## config.mk

```make
export PLATFORM = sky130hd
export DESIGN_NAME = mem_refill_arb
export DESIGN_NICKNAME = d
export VERILOG_FILES = /design/src/rtl/mem_refill_arb.sv
export SDC_FILE = /design/constraint.sdc
export NUM_CORES = 1
export LEC_CHECK = 0
export BUFFER_PORTS_ARGS = -buffer_cell sky130_fd_sc_hd__buf_2
export CORE_AREA = 3 3 95 97
export DETAILED_ROUTE_END_ITERATION = 12
export DIE_AREA = 0 0 98 100
export MAX_ROUTING_LAYER = met4
export PLACE_DENSITY = 0.79
export SLEW_MARGIN = 20
export SYNTH_ARGS = -nofsm -noshare
export SYNTH_HDL_FRONTEND = slang
export SYNTH_SLANG_ARGS = --single-unit
```

## constraint.sdc

```tcl
create_clock -name clk -period 2.1 [get_ports clk]
set_clock_uncertainty 0.2 [all_clocks]
set_input_delay 0.105 -clock clk [delete_from_list [all_inputs] [get_ports clk]]
set_output_delay 0.105 -clock clk [all_outputs]
set_load 0.05 [all_outputs]
```

## src/rtl/mem_refill_arb.sv

```systemverilog
// Shares the single external memory port between I-cache refills and D-cache refills/stores.
// It runs each transaction on the port and pulses arrival to release the pipeline miss stalls.
module mem_refill_arb #(
  parameter int unsigned ADDR_W = 32,
  parameter int unsigned DATA_W = 32,
  parameter int unsigned BEATS  = 4
) (
  input  logic                     clk,
  input  logic                     rstn,
  input  logic                     i_req,
  input  logic [ADDR_W-1:0]        i_addr,
  input  logic                     d_req,
  input  logic                     d_we,
  input  logic [ADDR_W-1:0]        d_addr,
  input  logic [DATA_W-1:0]        d_wdata,
  output logic                     mem_req,
  output logic                     mem_we,
  output logic [ADDR_W-1:0]        mem_addr,
  output logic [DATA_W-1:0]        mem_wdata,
  input  logic                     mem_gnt,
  input  logic                     mem_rvalid,
  input  logic [DATA_W-1:0]        mem_rdata,
  output logic [DATA_W-1:0]        fill_data,
  output logic [$clog2(BEATS)-1:0] fill_idx,
  output logic                     i_fill_we,
  output logic                     d_fill_we,
  output logic                     i_arrival,
  output logic                     d_arrival
);

  localparam int unsigned IDX_W    = $clog2(BEATS);
  localparam int unsigned LINE_OFF = $clog2(BEATS * DATA_W / 8);
  localparam int unsigned WORD_OFF = $clog2(DATA_W / 8);

  typedef enum logic [1:0] {IDLE, CMD, DATA, DONE} state_e;
  typedef enum logic {SIDE_I = 1'b0, SIDE_D = 1'b1} side_e;

  state_e              state_q, state_d;
  side_e               owner_q, owner_d;
  side_e               last_q, last_d;
  logic [IDX_W-1:0]    cnt_q, cnt_d;
  logic                we_q, we_d;
  logic [ADDR_W-1:0]   addr_q, addr_d;
  logic [DATA_W-1:0]   wdata_q, wdata_d;
  logic                mem_req_q, mem_req_d;
  logic                mem_we_q, mem_we_d;
  logic                i_arr_q, i_arr_d;
  logic                d_arr_q, d_arr_d;
  logic                beat;

  always_ff @(posedge clk or negedge rstn) begin
    if (!rstn) begin
      state_q   <= IDLE;
      owner_q   <= SIDE_I;
      last_q    <= SIDE_I;
      cnt_q     <= '0;
      we_q      <= 1'b0;
      addr_q    <= '0;
      wdata_q   <= '0;
      mem_req_q <= 1'b0;
      mem_we_q  <= 1'b0;
      i_arr_q   <= 1'b0;
      d_arr_q   <= 1'b0;
    end else begin
      state_q   <= state_d;
      owner_q   <= owner_d;
      last_q    <= last_d;
      cnt_q     <= cnt_d;
      we_q      <= we_d;
      addr_q    <= addr_d;
      wdata_q   <= wdata_d;
      mem_req_q <= mem_req_d;
      mem_we_q  <= mem_we_d;
      i_arr_q   <= i_arr_d;
      d_arr_q   <= d_arr_d;
    end
  end

  // Arbitration, command latching and beat sequencing.
  always_comb begin
    state_d = state_q;
    owner_d = owner_q;
    last_d  = last_q;
    cnt_d   = cnt_q;
    we_d    = we_q;
    addr_d  = addr_q;
    wdata_d = wdata_q;
    beat    = 1'b0;

    unique case (state_q)
      IDLE: begin
        if (i_req || d_req) begin
          if (i_req && d_req) begin
            owner_d = (last_q == SIDE_I) ? SIDE_D : SIDE_I;
          end else begin
            owner_d = d_req ? SIDE_D : SIDE_I;
          end
          last_d  = owner_d;
          state_d = CMD;
          if (owner_d == SIDE_I) begin
            we_d    = 1'b0;
            addr_d  = {i_addr[ADDR_W-1:LINE_OFF], LINE_OFF'(0)};
            wdata_d = '0;
          end else begin
            we_d    = d_we;
            addr_d  = d_we ? {d_addr[ADDR_W-1:WORD_OFF], WORD_OFF'(0)}
                           : {d_addr[ADDR_W-1:LINE_OFF], LINE_OFF'(0)};
            wdata_d = d_wdata;
          end
        end
      end
      CMD: begin
        if (mem_gnt) begin
          state_d = we_q ? DONE : DATA;
        end
      end
      DATA: begin
        if (mem_rvalid) begin
          beat = 1'b1;
          if (cnt_q == IDX_W'(BEATS - 1)) begin
            cnt_d   = '0;
            state_d = DONE;
          end else begin
            cnt_d = cnt_q + IDX_W'(1);
          end
        end
      end
      DONE: begin
        state_d = IDLE;
      end
      default: begin
        state_d = IDLE;
      end
    endcase

    mem_req_d = (state_d == CMD);
    mem_we_d  = (state_d == CMD) && we_d;
    i_arr_d   = (state_d == DONE) && (owner_d == SIDE_I);
    d_arr_d   = (state_d == DONE) && (owner_d == SIDE_D);
  end

  assign mem_req   = mem_req_q;
  assign mem_we    = mem_we_q;
  assign mem_addr  = addr_q;
  assign mem_wdata = wdata_q;
  assign i_arrival = i_arr_q;
  assign d_arrival = d_arr_q;

  // Fill beats are forwarded in the cycle they arrive; gated so stray rvalid never writes.
  assign fill_data = beat ? mem_rdata : '0;
  assign fill_idx  = cnt_q;
  assign i_fill_we = beat && (owner_q == SIDE_I);
  assign d_fill_we = beat && (owner_q == SIDE_D);

endmodule
```

### After elaboration in Yosys (flattened, before gate mapping)

Cells that the tools add are included.

* add/sub/neg operators: 1
* equality and inequality tests: 6
* mux-type cells: 23
* bitwise gates (word level): 2
* reductions and logical operators: 10

Operators by type and width (number)
* $mux 32: 3
* $mux 1: 13
* $mux 2: 5
* $eq 2x2->1 const B: 4
* $pmux 2 s4: 1
* $logic_and 1x1->1: 6
* $eq 2x1->1 const B: 2
* $mux 4: 1
* $reduce_and 2->1: 2
* $add 2x1->2 const B: 1
* $logic_not 2->1: 1
* $not 1->1: 2
* $logic_or 1x1->1: 1

* flip-flop bits (word level): 75
* input port bits: 135
* output and inout bits: 104
* word-level logic and storage cells: 53

### Logic depth before layout (Yosys ltp)

* depth after elaboration: 8
* depth in mapped cells: 6

### Worst setup path after synthesis

OpenSTA, ideal clock, no wires.

* path kind: reg-to-output
* start: reg state_q[0]
* end: out i_fill_we
* arrival: 1613 ps
* required time: 1795 ps
* setup slack: 182 ps
* stages on the path, launching flop included: 5
* path through: dfrtp_1 > buf_6 > and3b_2 > buf_6 > nor2b_1

* longest elaborated chain between the ends: 3

RTL lines
* from (decl): line 38 `state_e state_q, state_d;`
* from (signal assigned): line 65 `state_q <= state_d;`
* $eq 2x2->1: line 90 `unique case (state_q)`
* $mux 1: line 90
* $logic_and 1x1->1: line 152 `assign i_fill_we = beat && (owner_q == SIDE_I);`
* to (decl): line 25 `output logic i_fill_we,`

No other way between the ends.

### Final worst setup path

* start: reg state_q[1]
* end: out fill_data[29]

* longest elaborated chain between the ends: 3

RTL lines
* $eq 2x2->1: line 90
* $mux 1: line 90
* $mux 32: line 150 `assign fill_data = beat ? mem_rdata : '0;`
* to (decl): line 23 `output logic [DATA_W-1:0] fill_data,`

No other way between the ends.

==> flow_summary.yaml <==
cells_and_area:
  nets: 771
  area_growth_pct: 70.5
  n_antenna_cell: 0
  drive_gt1_frac: 0.434
  stdcell_count: 745
  fin_util: 0.694
drt:
  detailroute.via_count: 3846
  first_pass_iters: 4
  viasPerCell: 5.16
  antenna_left: 0
  drt-total-wl_um: 12800
  drtIter0Drc: 189
  drc: 0
  wire_per_inst_um: 17.2
yosys:
  syn_area_um2: 3350
  syn_area_per_cell_um2: 10.6
  synth-edff-count: 0
  ys_types: 41
  yosysTopAreaCell: "dfrtp_1"
  async_flop_share: 1.00
  ys_ff_latch: 73
  yosysWarningCount: 0
  seq_area_frac_synth: 0.546
  synthTopCellsByArea: "dfrtp_1 (55%), a22o_1 (8.9%), nand2_1 (6.5%), a31oi_1 (5.2%), and2_1 (4.5%)"
  syn_inst: 317
  synth-main-ff-cell: "dfrtp_1"
  netlist.area_leader.share: 0.546
grt:
  grt_usage: 0.266
  grt_first_pass_wirelength_um: 19900
  antenna_found_initial: 0
  gr-total-overflow: 0
  grt_pass1_vias: 4049
  grt_start_max_net_pins: 43
critical_path:
  path_max_fanout: 19
  crit_start: "state_q[1]"
  r2r-start: "state_q[0]"
  crit_required_ns: 1.79
  worstPathArrival_ns: 1.71
  end_kind: "primary output"
  cp-start-kind: "register"
  r2r-end: "we_q"
  reg2reg_depth: 5
  r2r_slack_ns: 0.33
  crit_type: "register to primary output"
timing:
  fin_setup_tns_ns: 0
  rsz0062_at_grt: "no"
  timing.fmax_mhz: 496
  hold_violations: 0
  fin_crit_sh: 0.959
  maxSlewHeadroom: 0.618
  slew_violations: 0
  tightest_slew_ns: 0.573
  setup-violations-final: 0
  fin_crit_ns: 2.01
clocking:
  cts_tree: "yes"
  h-tree-depth: 3
  root_buffer: "clkbuf_8"
  cts_buffer_depth: 2
  clk_pin_slew_ns: 0.08
  clk_latency_ns: 0.34
  post-cts-setup-buffers: 0
  clock_sinks: 73
  cts_buffers: 9
power_and_ir_drop:
  fin_total_pwr_mw: 8.95
  p_per_area_nw_per_um2: 1570
  ir_drop_v: 0.000973
  p_leak_nw: 3.00
floorplanning:
  dieArea_um2: 9800
  die_w_um: 98
  pin_count: 239
  row_count: 33
  coreArea_um2: 8220
  die_y_um: 100
  start_util: 0.407
worst_hold_path:
  whs_endpoint: "we_q"
  whs_path_depth: 3
  hp-class: "input pin to register"
  hold_start: "d_we"
status:
  status: "completed"
place:
  place_hpwl_um: 7390
  place_inst: 634
  gp_congestion: 0.785
  numPortBuffers: 230
run:
  cap_violations: 0
==> through the flow <==
stage | hold WS, ns | setup WS [ns] | instance area [um^2]
floorplan | -0.391 | 0.182 | 3350
detailed placement | -0.118 | 0.225 | 4530
global route | 0.0600 | 0.00777 | 5710
global placement | -0.134 | 0.306 | 4530
finish | 0.0363 | 0.0853 | 5710
CTS | 0.0283 | 0.0490 | 5700
==> critical path, cell delays in order (launching register included) <==
cell     delay [ns]
dfrtp_2        0.49
and3b_2        0.44
and2_1         0.18
buf_2          0.26
==> flip-flops by register name, indices dropped and copies added (netlist names) <==
signal	count
mem_wdata	32
mem_addr	30
fill_idx	2
state_q	2
d_arrival	1
i_arrival	1
last_q	1
mem_req	1
mem_we	1
owner_q	1
we_q	1
==> how the worst max path moves through the flow <==
stage	end	slack (ns)	depth (start not counted)
2_1_floorplan	i_fill_we	0.18	4
3_3_place_gp	fill_data[15]	0.31	3
3_5_place_dp	fill_data[15]	0.22	3
4_1_cts	fill_data[15]	0.05	3
5_1_grt	fill_data[13]	0.008	3
6_report	fill_data[29]	0.09	3
==> cell type report <==
class | instances | area (um^2)
clock buffer | 10 | 128
clock inverter | 6 | 91.3
fill | 604 | 2510
multi-input combinational | 216 | 1340
sequential | 73 | 1830
tap | 105 | 131
timing repair buffer | 335 | 2190
==> placed cells by master, fill, tap and decap left out, drive strengths merged, types with 2 or more instances in the layout <==
cell           n
clkbuf        10
or4b           2
or2            2
bufinv         2
nand2         59
buf          241
nor2           4
a21boi         2
and2          34
nor3           2
and3b          2
dfrtp         73
a22o          34
conb           2
dlygate4sd3   94
mux2           2
a21oi         28
clkinv         3
a31oi         28
==> cell usage after synthesis, types with 2 or more instances <==
| cell | number |
|---|---|
| a21boi_0 | 2 |
| a21oi_1 | 28 |
| a22o_1 | 34 |
| a31oi_1 | 28 |
| and2_1 | 24 |
| and2_2 | 9 |
| buf_2 | 10 |
| buf_4 | 10 |
| buf_6 | 5 |
| clkbuf_1 | 3 |
| clkbuf_2 | 2 |
| dfrtp_1 | 73 |
| mux2_2 | 2 |
| nand2_1 | 58 |
| nor2_1 | 3 |
==> cell families (layout without fill, tap and decap cells) <==
| group | after synthesis | after routing | share of synthesized area |
|---|---|---|---|
| compound gates | 100 | 100 | 0.209 |
| fa+ha+maj | 1 | 1 | 0.00374 |
| other cells | 1 | 2 | 0.00112 |
| flops | 73 | 73 | 0.546 |
| buf+inv | 30 | 351 | 0.0606 |
| simple gates | 109 | 110 | 0.170 |
| mux | 3 | 3 | 0.00972 |
==> where the power goes <==
part | switching, mW | internal [mW] | leakage [nW]
Combinational | 3.83 | 1.42 | 2.00
Clock | 0.533 | 0.676 | 0.111
Sequential | 0.416 | 2.08 | 0.891
Total | 4.77 | 4.17 | 3.00
==> what timing repair did <==
item	in CTS	in global routing
gates resized for setup	2	1
cloned	0	1
endpoints found under the hold margin	140	0
setup endpoints to repair	34	34
hold buffers	94	0
==> layer usage <==
metal  track usage  part of all wire  up-vias
met5             -                 0        -
met4         0.153             0.049        0
met3        0.0459             0.067       53
met2         0.474              0.54      251
met1         0.277              0.35     1789
li1              -                 -     1753
Note: power is estimated with default switching activity, not from simulation.
